**src/rtl/sram_pkg.sv**
```systemverilog
// Shared encodings for the SRAM pattern engine: FSM states, pattern modes and
// checkerboard words (sliced down to DATA_W by the users).
package sram_pkg;

   typedef enum logic [2:0] {
      S_IDLE,
      S_WR_SETUP,
      S_WR_STROBE,
      S_RD_ADDR,
      S_RD_SAMPLE,
      S_DONE
   } state_t;

   localparam logic [1:0] MODE_DESC  = 2'd0;
   localparam logic [1:0] MODE_ASC   = 2'd1;
   localparam logic [1:0] MODE_CHECK = 2'd2;
   localparam logic [1:0] MODE_INV   = 2'd3;

   localparam logic [63:0] CHECK_EVEN = {32{2'b01}};
   localparam logic [63:0] CHECK_ODD  = {32{2'b10}};

endpackage

```
**src/rtl/sram_pattern_gen.sv**
```systemverilog
// Combinational data pattern for word index i; shared by the write data path
// and the read-back comparator. All results wrap modulo 2^DATA_W.
module sram_pattern_gen
   import sram_pkg::*;
#(
   parameter int ADDR_W = 8,
   parameter int DATA_W = 8,
   parameter int DEPTH  = 128
) (
   input  logic [ADDR_W-1:0] i_idx,
   input  logic [1:0]        i_mode,
   output logic [DATA_W-1:0] o_pattern
);

   always_comb begin
      o_pattern = DATA_W'(i_idx);
      case (i_mode)
         MODE_DESC:  o_pattern = DATA_W'(32'(DEPTH) - 32'd1 - 32'(i_idx));
         MODE_ASC:   o_pattern = DATA_W'(i_idx);
         MODE_CHECK: o_pattern = i_idx[0] ? DATA_W'(CHECK_ODD) : DATA_W'(CHECK_EVEN);
         MODE_INV:   o_pattern = ~DATA_W'(i_idx);
         default:    o_pattern = DATA_W'(i_idx);
      endcase
   end

endmodule

```
**src/rtl/sram_pattern_engine.sv**
```systemverilog
// Writes a selectable pattern into the first DEPTH SRAM words and reads them back.
// Optional read-back comparator and mismatch counter: define SRAM_VERIFY_EN.
module sram_pattern_engine
   import sram_pkg::*;
#(
   parameter int ADDR_W = 8,
   parameter int DATA_W = 8,
   parameter int DEPTH  = 128,
   parameter int ERR_W  = ADDR_W + 1
) (
   input  logic              clock,
   input  logic              rst,
   input  logic              start_write,
   input  logic              start_read,
   input  logic [1:0]        mode,
   output logic [ADDR_W-1:0] sram_adrx,
   output logic [DATA_W-1:0] sram_wdata,
   output logic              drive_en,
   output logic              sram_we_n,
   input  logic [DATA_W-1:0] sram_rdata,
   output logic              busy,
   output logic              done,
   output logic [DATA_W-1:0] rd_data,
   output logic              rd_valid,
   output logic [ERR_W-1:0]  err_count
);

   state_t            r_state, w_state_next;
   logic [ADDR_W-1:0] r_idx, w_idx_next;
   logic [1:0]        r_mode, w_mode_next;
   logic              w_last;
   logic [DATA_W-1:0] w_pattern;

   logic [ADDR_W-1:0] r_adrx;
   logic [DATA_W-1:0] r_wdata, r_rd_data;
   logic              r_drive_en, r_we_n, r_busy, r_done, r_rd_valid;

   assign w_last = (r_idx == ADDR_W'(DEPTH - 1));

   always_comb begin
      w_state_next = r_state;
      w_idx_next   = r_idx;
      w_mode_next  = r_mode;
      case (r_state)
         S_IDLE: begin
            if (start_read) begin
               w_state_next = S_RD_ADDR;
               w_idx_next   = '0;
               w_mode_next  = mode;
            end else if (start_write) begin
               w_state_next = S_WR_SETUP;
               w_idx_next   = '0;
               w_mode_next  = mode;
            end
         end
         S_WR_SETUP:  w_state_next = S_WR_STROBE;
         S_WR_STROBE: begin
            if (w_last) w_state_next = S_DONE;
            else begin
               w_state_next = S_WR_SETUP;
               w_idx_next   = r_idx + 1'b1;
            end
         end
         S_RD_ADDR:   w_state_next = S_RD_SAMPLE;
         S_RD_SAMPLE: begin
            if (w_last) w_state_next = S_DONE;
            else begin
               w_state_next = S_RD_ADDR;
               w_idx_next   = r_idx + 1'b1;
            end
         end
         S_DONE:  w_state_next = S_IDLE;
         default: w_state_next = S_IDLE;
      endcase
   end

   // Fed with the next index/mode so the registered bus outputs line up with the state.
   sram_pattern_gen #(
      .ADDR_W (ADDR_W),
      .DATA_W (DATA_W),
      .DEPTH  (DEPTH)
   ) u_gen (
      .i_idx     (w_idx_next),
      .i_mode    (w_mode_next),
      .o_pattern (w_pattern)
   );

   // Bus controls come straight from flops so the SRAM never sees a decode glitch.
   always_ff @(posedge clock or posedge rst) begin
      if (rst) begin
         r_state    <= S_IDLE;
         r_idx      <= '0;
         r_mode     <= MODE_DESC;
         r_adrx     <= '0;
         r_wdata    <= '0;
         r_drive_en <= 1'b0;
         r_we_n     <= 1'b1;
         r_busy     <= 1'b0;
         r_done     <= 1'b0;
         r_rd_data  <= '0;
         r_rd_valid <= 1'b0;
      end else begin
         r_state    <= w_state_next;
         r_idx      <= w_idx_next;
         r_mode     <= w_mode_next;
         r_adrx     <= (w_state_next == S_IDLE || w_state_next == S_DONE) ? '0 : w_idx_next;
         if (w_state_next == S_WR_SETUP) r_wdata <= w_pattern;
         r_drive_en <= (w_state_next == S_WR_SETUP) || (w_state_next == S_WR_STROBE);
         r_we_n     <= (w_state_next != S_WR_STROBE);
         r_busy     <= (w_state_next != S_IDLE);
         r_done     <= (w_state_next == S_DONE);
         r_rd_valid <= (w_state_next == S_RD_SAMPLE);
         if (w_state_next == S_RD_SAMPLE) r_rd_data <= sram_rdata;
      end
   end

`ifdef SRAM_VERIFY_EN
   logic [ERR_W-1:0] r_err;
   logic             w_rd_start;

   assign w_rd_start = (r_state == S_IDLE) && (w_state_next == S_RD_ADDR);

   always_ff @(posedge clock or posedge rst) begin
      if (rst)
         r_err <= '0;
      else if (w_rd_start)
         r_err <= '0;
      else if (w_state_next == S_RD_SAMPLE && sram_rdata != w_pattern && r_err != '1)
         r_err <= r_err + 1'b1;
   end

   assign err_count = r_err;
`else
   assign err_count = '0;
`endif

   assign sram_adrx  = r_adrx;
   assign sram_wdata = r_wdata;
   assign drive_en   = r_drive_en;
   assign sram_we_n  = r_we_n;
   assign busy       = r_busy;
   assign done       = r_done;
   assign rd_data    = r_rd_data;
   assign rd_valid   = r_rd_valid;

endmodule

```
**config.mk**
```make
export PLATFORM = sky130hd
export DESIGN_NAME = sram_pattern_engine
export DESIGN_NICKNAME = d
export VERILOG_FILES = /design/src/rtl/sram_pkg.sv /design/src/rtl/sram_pattern_gen.sv /design/src/rtl/sram_pattern_engine.sv
export SDC_FILE = /design/constraint.sdc
export NUM_CORES = 1
export LEC_CHECK = 0
export ABC_AREA = 1
export BUFFER_PORTS_ARGS = -buffer_cell sky130_fd_sc_hd__buf_2
export CAP_MARGIN = 15
export CORE_ASPECT_RATIO = 0.6
export CORE_MARGIN = 4
export CORE_UTILIZATION = 57
export DETAILED_ROUTE_END_ITERATION = 16
export GPL_TIMING_DRIVEN = 0
export PLACE_DENSITY = 0.94
export SYNTH_ARGS = -nofsm -noshare
export SYNTH_HDL_FRONTEND = slang
export SYNTH_SLANG_ARGS = --single-unit
export TNS_END_PERCENT = 10
```
**constraint.sdc**
```tcl
create_clock -name clock -period 3.1 [get_ports clock]
set_input_delay 0.465 -clock clock [delete_from_list [all_inputs] [get_ports clock]]
set_output_delay 0.465 -clock clock [all_outputs]
set_load 0.01 [all_outputs]
```
Yosys cells after proc, flatten, opt, wreduce, memory -nomap -nowiden

Cells that the tools add are included.
W data, S select, Z words.

Bits in registers: 42
Input bits: 14
Output and inout bits: 38
Word-level logic and storage cells: 49

Add/sub/neg operators: 2
Equality and inequality tests: 13
Muxes and demuxes: 15
Bitwise logic cells: 1
Reductions and logical operators: 7

Operator list:

| operator              | count |
|---|---|
| $mux W8               | 5 |
| $pmux W8 S4           | 1 |
| $pmux W8 S2           | 1 |
| $pmux W3 S5           | 1 |
| $mux W3               | 4 |
| $eq A3 B2 Y1 const B  | 3 |
| $eq A3 B3 Y1 const B  | 3 |
| $add A8 B1 Y8 const B | 1 |
| $eq A8 B7 Y1 const B  | 1 |
| $not A8 Y8            | 1 |
| $sub A7 B8 Y8 const A | 1 |
| $eq A3 B1 Y1 const B  | 2 |
| $logic_not A3 Y1      | 2 |
| $mux W2               | 3 |
| $eq A2 B2 Y1 const B  | 2 |
| $ne A3 B2 Y1 const B  | 1 |
| $reduce_bool A3 Y1    | 1 |
| $eq A2 B1 Y1 const B  | 1 |
| $logic_not A2 Y1      | 1 |
| $logic_or A1 B1 Y1    | 2 |
| $reduce_or A2 Y1      | 1 |

Logic depth before layout (Yosys ltp)

Gate-level depths: netlist (run 1).

Depth in word-level cells: 6
Depth in mapped cells: 13

Modules after synthesis

A second synthesis (run 1) with hierarchy kept.

Cells, all modules: 269
Area total of the unflattened synthesis: 2240.9 um^2

By module, submodules not included:

| module              | times used | cells each | area each (um^2) |
|---|---|---|---|
| sram_pattern_engine | 1          | 220        | 2020.7 |
| sram_pattern_gen    | 1          | 49         | 220.2 |

Worst setup path after synthesis (run 1)

OpenSTA, ideal clock, no wires.

Path kind: register -> register
Start: register r_idx[0]
End: register r_wdata[2], in the netlist sram_wdata[2]
Setup time: 0.117 ns
Data arrival time: 1.535 ns
Required time: 2.983 ns
Slack: 1.448 ns
Stages on the path, launching flop included: 11
Cells stage by stage: dfrtp_1 ha_1 nand2_2 nor2_1 nand2_2 nand3_1 nand3_2 nor2_4 nand3_1 nor2_1 nor2_1

Cells in the longest elaborated chain, start to end: 5

Ends and longest elaborated chain:

| what                                  | line                                                                            | source |
|---|---|---|
| from (decl)                           | sram_pattern_engine.sv:29                                                       | `logic [ADDR_W-1:0] r_idx, w_idx_next;` |
| from (signal assigned)                | sram_pattern_engine.sv:104                                                      | `r_idx <= w_idx_next;` |
| $add A8 B1 Y8 (tied with other cells) | sram_pattern_engine.sv:61, sram_pattern_engine.sv:69                            |  |
| $mux W8, on equally long branches     | sram_pattern_engine.sv:58, sram_pattern_engine.sv:66, sram_pattern_engine.sv:46 |  |
| $pmux W8 S2                           | sram_pattern_engine.sv:44                                                       | `case (r_state)` |
| $sub A7 B8 Y8 (tied with other cells) | sram_pattern_gen.sv:18                                                          | `MODE_DESC: o_pattern = DATA_W'(32'(DEPTH) - 32'd1 - 32'(i_idx));` |
| $pmux W8 S4                           | sram_pattern_gen.sv:17                                                          | `case (i_mode)` |
| to (signal assigned)                  | sram_pattern_engine.sv:107                                                      | `if (w_state_next == S_WR_SETUP) r_wdata <= w_pattern;` |
| to (decl)                             | sram_pattern_engine.sv:35                                                       | `logic [DATA_W-1:0] r_wdata, r_rd_data;` |

Several ways; a longest one is shown, not always the timed one.
A chain may end at the register's enable or synchronous reset.

Worst setup path in the final report (run 1)

Ends and elaborated chain as after synthesis.

==> results of run 1 <==
[registers in the layout, indices dropped and copies added, names as in the netlist]
signal and cells:
busy 1, done 1, drive_en 1, r_idx 8
r_mode 2, r_state 3, rd_data 8, rd_valid 1
sram_adrx 8, sram_wdata 8, sram_we_n 1
[area by class of cell]
cell class / count / share of cell area, %
Buffer: 13 / 4.21
Clock buffer: 6 / 3.19
Clock inverter: 2 / 0.484
Inverter: 29 / 4.26
Multi-Input combinational cell: 200 / 36.7
Sequential cell: 42 / 40.7
Tap cell: 47 / 2.27
Timing Repair Buffer: 42 / 8.13
[worst max-delay path: cells and delay by family (launching register included)]
| kind | cells | cell delay, ps |
|---|---|---|
| DFF | 1 | 410 |
| and+or+nand+nor | 9 | 1180 |
| adders and majority gates | 1 | 270 |
[power by group]
group          leakage (nW)  internal (mW)  switching [mW]
sequential            0.502          0.553         0.00271
combinational         0.872         0.0195          0.0286
clock                0.0472          0.179           0.185
total                  1.42          0.751           0.216
[cells by family after synthesis]
| kind of cell | after synthesis | share of synthesized area, % |
|---|---|---|
| AO/OA/AOI/OAI | 20 | 5.88 |
| XOR/XNOR | 2 | 0.800 |
| adder cells (fa/ha/maj) | 1 | 0.571 |
| buffers and inverters | 42 | 9.99 |
| flip-flops | 42 | 48.0 |
| other | 1 | 0.171 |
| AND/OR/NAND/NOR | 168 | 34.6 |
[through the flow]
stage	total power [mW]	cell area (um2)
floorplan	0.596	2220
global placement	0.612	2490
detailed placement	0.615	2490
CTS	0.981	2580
global route	1.01	2580
finish	0.967	2580
[synthesized netlist by cell type (4+ instances only)]
master and number:
a21oi_1 9, dfrtp_1 41, nor2_1 27, nand2_2 8, buf_4 10, o21ai_1 4
inv_1 24, o21ai_0 4, nand2_1 94, inv_2 4, nand3_1 21, nand4_1 7
[worst max path at each step]
stage / start / end
global placement: rst / sram_wdata[2]
floorplan: r_idx[0] / sram_wdata[2]
global route: r_idx[0] / sram_wdata[2]
CTS: r_idx[0] / sram_wdata[2]
detailed placement: r_idx[0] / sram_wdata[2]
finish: r_idx[0] / sram_wdata[2]
[per-layer routing]
metal | part of all wire, % | vias up | routed length (um) | global-route usage [%]
met5 | 0 | - | 0 | 0
met4 | 1.7 | 0 | 80 | 7.11
met3 | 7.6 | 10 | 368 | 6.80
li1 | - | 960 | - | -
met2 | 44 | 66 | 2130 | 31.7
met1 | 47 | 885 | 2250 | 29.6
==> metrics, run 1 <==
Setup Skew=5.82 ps; final worst setup slack=1130 ps; Placer Congestion=0.940; vias in the first global route=1817; fraction of registers with async set/reset=100%; Min-Delay Path Class=in2async; status=finished clean; PortBufs=42; most frequent cells in the layout=nand2_1, buf_2, dfrtp_1; final period utilization=63.5%; die height=56.0 um; WL/cell=12.7 um; crit end category=register; synth top area cells=dfrtp_1, nand2_1, nand3_1; Post-CTS Resized=0; Reg2Reg Depth=10; count of antenna-violating nets left after detailed routing=0; Final setup viols=0; post-route minimum period=1970 ps; fin cells=381; GRT Resource Usage Total=21.4%; Post-CTS Hold Buffers=0; most used cell, CP=nor2_1; First-pass DRT Iterations=4; WS Path Type=reg2reg; CP max stage delay=410 ps; nets@finish=348; CTS Sinks=42; Vias=1921; reg2reg start=r_idx[0]; Reg clk slew, reported paths=80 ps; Remaining Overflow, GRT=0; VDD IR-drop max=0.278 mV; Slew @ Worst Pin=831 ps; Hold WS=335 ps; area share of the largest cell type after synthesis=46.8%; H-tree depth=2; fin. max-slew vios=0; Fmax achieved=508 MHz; Residual DRC=0; library cells used by synthesis=27; Core ar.=3680 um2; Final Core Density=70.2%; Critical-path top delay cell=dfrtp_1; worst relative slew slack=44.5%; Synth Warn #=0; P&R area growth vs syn=18.0%; fillcell total=292; Post-synth EDFFs=0; hpwl dp=3710 um; area occupied by registers=1050 um2; area occupied by multi-input gates=950 um2; leakage=1.42 nW; Die Wd=88.0 um; Hold Vio Cnt, Final=0; clk_lat worst skew=300 ps; Power Dens Cells=374 nW/um2; largest net degree at the start of global routing=43; cell taking the most area after synthesis=dfrtp_1; CTS tree=yes; clk buf depth=2; layout cells sized above 1=27.2%; Crit path required time=3290 ps; Via density=5.04; setup_tns=0 ps; reg-to-reg endpoint=sram_wdata[2]; #FFs+latches synth=42; number of buffers created by CTS=5; Post-Syn Area=2190 um2; first-pass GRT wire length=8160 um; Initial DRC Count=90; Syn Area/Cell=7.94 um2; commonest non-fill, non-tap cell in the layout=nand2_1; Initial Util=59.5%; max-cap check violation count=0; placed insts=373; num ports=52; crit path DAT=2160 ps; register area share after synthesis=48.0%; critical path fanouts, max=9; top_reg_cell synth=dfrtp_1; critical-path cell list=ha_1, nand2_2, nor2_1, nand2_2, nand3_1, nand3_2, nor2_4, nand3_1, nor2_1, nor2_1; num rows=17; die area=4930 um2; initial antenna violation count=0; pre-CTS setup slack=1150 ps; R2R Setup Slk=1130 ps; antenna fix cells=0; unrepaired setup endpoints after global routing=false; DRT Wirelength=4820 um; CP Launch Type=register; Mapped Cells=276; Post-CTS Setup Inserts=0; clk root buf=clkbuf_8
Power figures use the tool's default switching activity.
==> inputs of run 2 (changes only) <==
ABC_AREA = 0   (was 1)
CORE_UTILIZATION = 47   (was 57)
PLACE_DENSITY = 0.85   (was 0.94)
clock period = 1.58 ns   (was 3.1 ns; I/O delays follow)
==> run 2 against run 1 <==
Against the previous run:
- the run now ends with setup timing left
- worst setup slack lost 1500 ps
- total power increased to 5.5 times the previous value
- critical endpoint unchanged
- synthesized cell count decreased by 37%
- maximum frequency decreased by 1.2%
- synthesized area decreased by 8.9%
- via count shrank 19%
- wire length down 1.3%
- sequential cell count unchanged
- utilization decreased by 4.0 points
- design area up 5.1%
==> metrics, run 2 <==
status=finished with violations; failing checks=setup timing; VDD IR-drop max=1.01 mV (+260%); Post-synth EDFFs=0 (unchanged); fillcell total=338 (+16%); worst relative slew slack=42.2% (-2.3 points); #FFs+latches synth=42 (unchanged); critical-path cell list=ha_4, nand2_4, or3_4, nand3_1, mux2i_2, mux2i_1, a22o_1; first-pass GRT wire length=7200 um (-12%); WL/cell=15.5 um (+22%); First-pass DRT Iterations=4 (unchanged); Initial DRC Count=114 (+27%); layout cells sized above 1=50.0% (+23 points); Reg clk slew, reported paths=90 ps (about the same); num rows=18 (+1); H-tree depth=2 (unchanged); reg2reg start=r_idx[1]; num ports=52 (unchanged); count of antenna-violating nets left after detailed routing=0 (unchanged); Setup Skew=6.69 ps (+0.871 ps); Post-synth top cells=dfrtp_1, nand2_1; CTS Sinks=42 (unchanged); DR WL met2=2260 um (+6.2%); WS Path Type=reg2reg; Power Dens Cells=1980 nW/um2 (+430%); Flop pwr share=31.5% (-26 points); Fmax achieved=502 MHz (-1.2%); CTS tree=yes; Initial Util=48.7% (-11 points); number of buffers created by CTS=5 (unchanged); Placer Congestion=0.831 (-12%); GRT Resource Usage Total=17.7% (-3.7 points); largest net degree at the start of global routing=43 (unchanged); Min-Delay Path Class=in2async; Switching Share=41.6% (+19 points); uppermost layer routed=met4; clock power share=13.4% (-24 points); register area share after synthesis=52.7% (+4.7 points); PortBufs=42 (unchanged); CP max stage delay=430 ps (+20 ps); clk_lat worst skew=300 ps (about the same); Mapped Cells=175 (-37%); fraction of registers with async set/reset=100% (unchanged); Vias=1549 (-19%); Reg2Reg Depth=7 (-3); nets@finish=262 (-25%); Remaining Overflow, GRT=0 (unchanged); R2R Setup Slk=-410 ps (-1540 ps); final worst setup slack=-413 ps (-1540 ps); cell taking the most area after synthesis=dfrtp_1; CP bufs+invs=0 (unchanged); max-cap check violation count=0 (unchanged); routed length on met1=2130 um (-5.1%); critical path fanouts, max=5 (-4); P_sw=2.23 mW (+930%); post-route minimum period=1990 ps (+23.3 ps); vias in the first global route=1501 (-17%); antenna fix cells=0 (unchanged); Post-Syn Area=2000 um2 (-8.9%); reg-to-reg endpoint=sram_wdata[2]; DRT Wirelength=4760 um (-1.3%); met3 WL=274 um (-26%); clk root buf=clkbuf_8; pre-CTS setup slack=-527 ps (-1680 ps); most frequent cell after synthesis=dfrtp_1; clk buf depth=2 (unchanged); dpl cell area=2320 um2 (-6.7%); final period utilization=126% (+63 points); Hold WS=104 ps (-231 ps); commonest non-fill, non-tap cell in the layout=buf_2; combinational share of power=55.1% (+50 points); Residual DRC=0 (unchanged); crit end category=register; leakage=1.28 nW (-9.6%); Internal=3.14 mW (+320%); unrepaired setup endpoints after global routing=true; synth top area cells=dfrtp_1, mux2_2, mux2i_1; Hold Vio Cnt, Final=0 (unchanged); fin. max-slew vios=0 (unchanged); Critical-path top delay cell=or3_4; Core ar.=4100 um2 (+11%); Slew @ Worst Pin=865 ps (+34.0 ps); Crit path required time=1770 ps (-1520 ps); area share of the largest cell type after synthesis=51.4% (+4.5 points); Synth Warn #=0 (unchanged); P&R area growth vs syn=36.0%; final instance area=2720 um2 (+5.1%); Die Wd=92.2 um (+4.7%); Via density=5.03 (-0.25%); Final setup viols=23 (+23); die area=5390 um2 (+9.3%); initial antenna violation count=0 (unchanged); die height=58.5 um (+4.4%); cell family with most CP delay=simple AND/OR/NAND/NOR gates; top_reg_cell synth=dfrtp_1; CP Launch Type=register; hpwl dp=3130 um (-16%); most frequent cells in the layout=buf_2, dfrtp_1, buf_4; crit path DAT=2190 ps (+30 ps); library cells used by synthesis=49 (+81%); Syn Area/Cell=11.4 um2 (+44%); setup_tns=-5150 ps (-5150 ps)
[run 2: cell count changes after synthesis, sizes merged, moves of 7 or more]
cell and delta:
and2 +9, inv -21, mux2 +11, mux2i +11, nand2 -92, nand3 -19, nand4 -7, nor2 -23
o21ai -7
[run 2: logic make-up after synthesis]
| kind of cell | after synthesis | share of synthesized area (%) |
|---|---|---|
| AO/OA/AOI/OAI | 28 | 9.90 |
| XOR/XNOR | 3 | 1.69 |
| adder cells (fa/ha/maj) | 1 | 0.626 |
| buffers and inverters | 21 | 5.95 |
| flip-flops | 42 | 52.7 |
| multiplexers | 22 | 11.9 |
| other | 1 | 0.188 |
| AND/OR/NAND/NOR | 57 | 17.0 |
[run 2: power groups by stage]
stage | sequential, mW | combinational [mW] | clock (mW)
after floorplan | 1.82 | 1.54 | 0
after global placement | 1.68 | 2.27 | 0
after detailed placement | 1.70 | 2.36 | 0
after CTS | 1.68 | 2.59 | 0.739
after global routing | 1.73 | 3.23 | 0.792
final | 1.69 | 2.96 | 0.719
[run 2: worst max-delay path by stage]
stage               start       endpoint  slack, ps  cells past startpoint
2_1_floorplan  r_state[0]  sram_wdata[6]       -260                      7
3_3_place_gp     r_idx[0]  sram_wdata[3]       -460                      7
3_5_place_dp     r_idx[0]  sram_wdata[2]       -530                      7
4_1_cts        r_state[0]  sram_wdata[6]       -400                      7
5_1_grt          r_idx[1]  sram_wdata[6]       -440                      7
6_report         r_idx[1]  sram_wdata[2]       -410                      7
[run 2: final cells by class]
class                           instances  area [um2]  share of cell area (%)
Buffer                                 14         108                    3.96
Clock buffer                            5        68.8                    2.53
Clock inverter                          3        25.0                   0.921
Inverter                                7        26.3                   0.967
Multi-Input combinational cell        120        1030                    38.0
Sequential cell                        42        1050                    38.8
Tap cell                               60        75.1                    2.76
Timing Repair Buffer                   57         327                    12.0
[run 2: repair_timing]
action | 4_1_cts | 5_1_grt
gates resized for setup | 13 | 28
cloned | 0 | 0
setup endpoints to repair | 33 | 36
pin swaps | 8 | 12
setup buffers | 9 | 6
hold endpoints to repair | 0 | 0
hold buffers | 0 | 0
[run 2: stage by stage]
step	util, %	instances	total power [mW]
after floorplan	-	183	3.36
after global placement	56.7	285	3.95
after detailed placement	56.7	285	4.06
after CTS	62.0	302	5.01
after global routing	66.3	308	5.75
final	66.3	308	5.37
[run 2: routing by layer]
metal | global-route usage [%] | vias up
met5 | 0 | -
met1 | 23.5 | 752
met3 | 5.62 | 8
li1 | - | 738
met2 | 27.5 | 51
met4 | 6.98 | 0
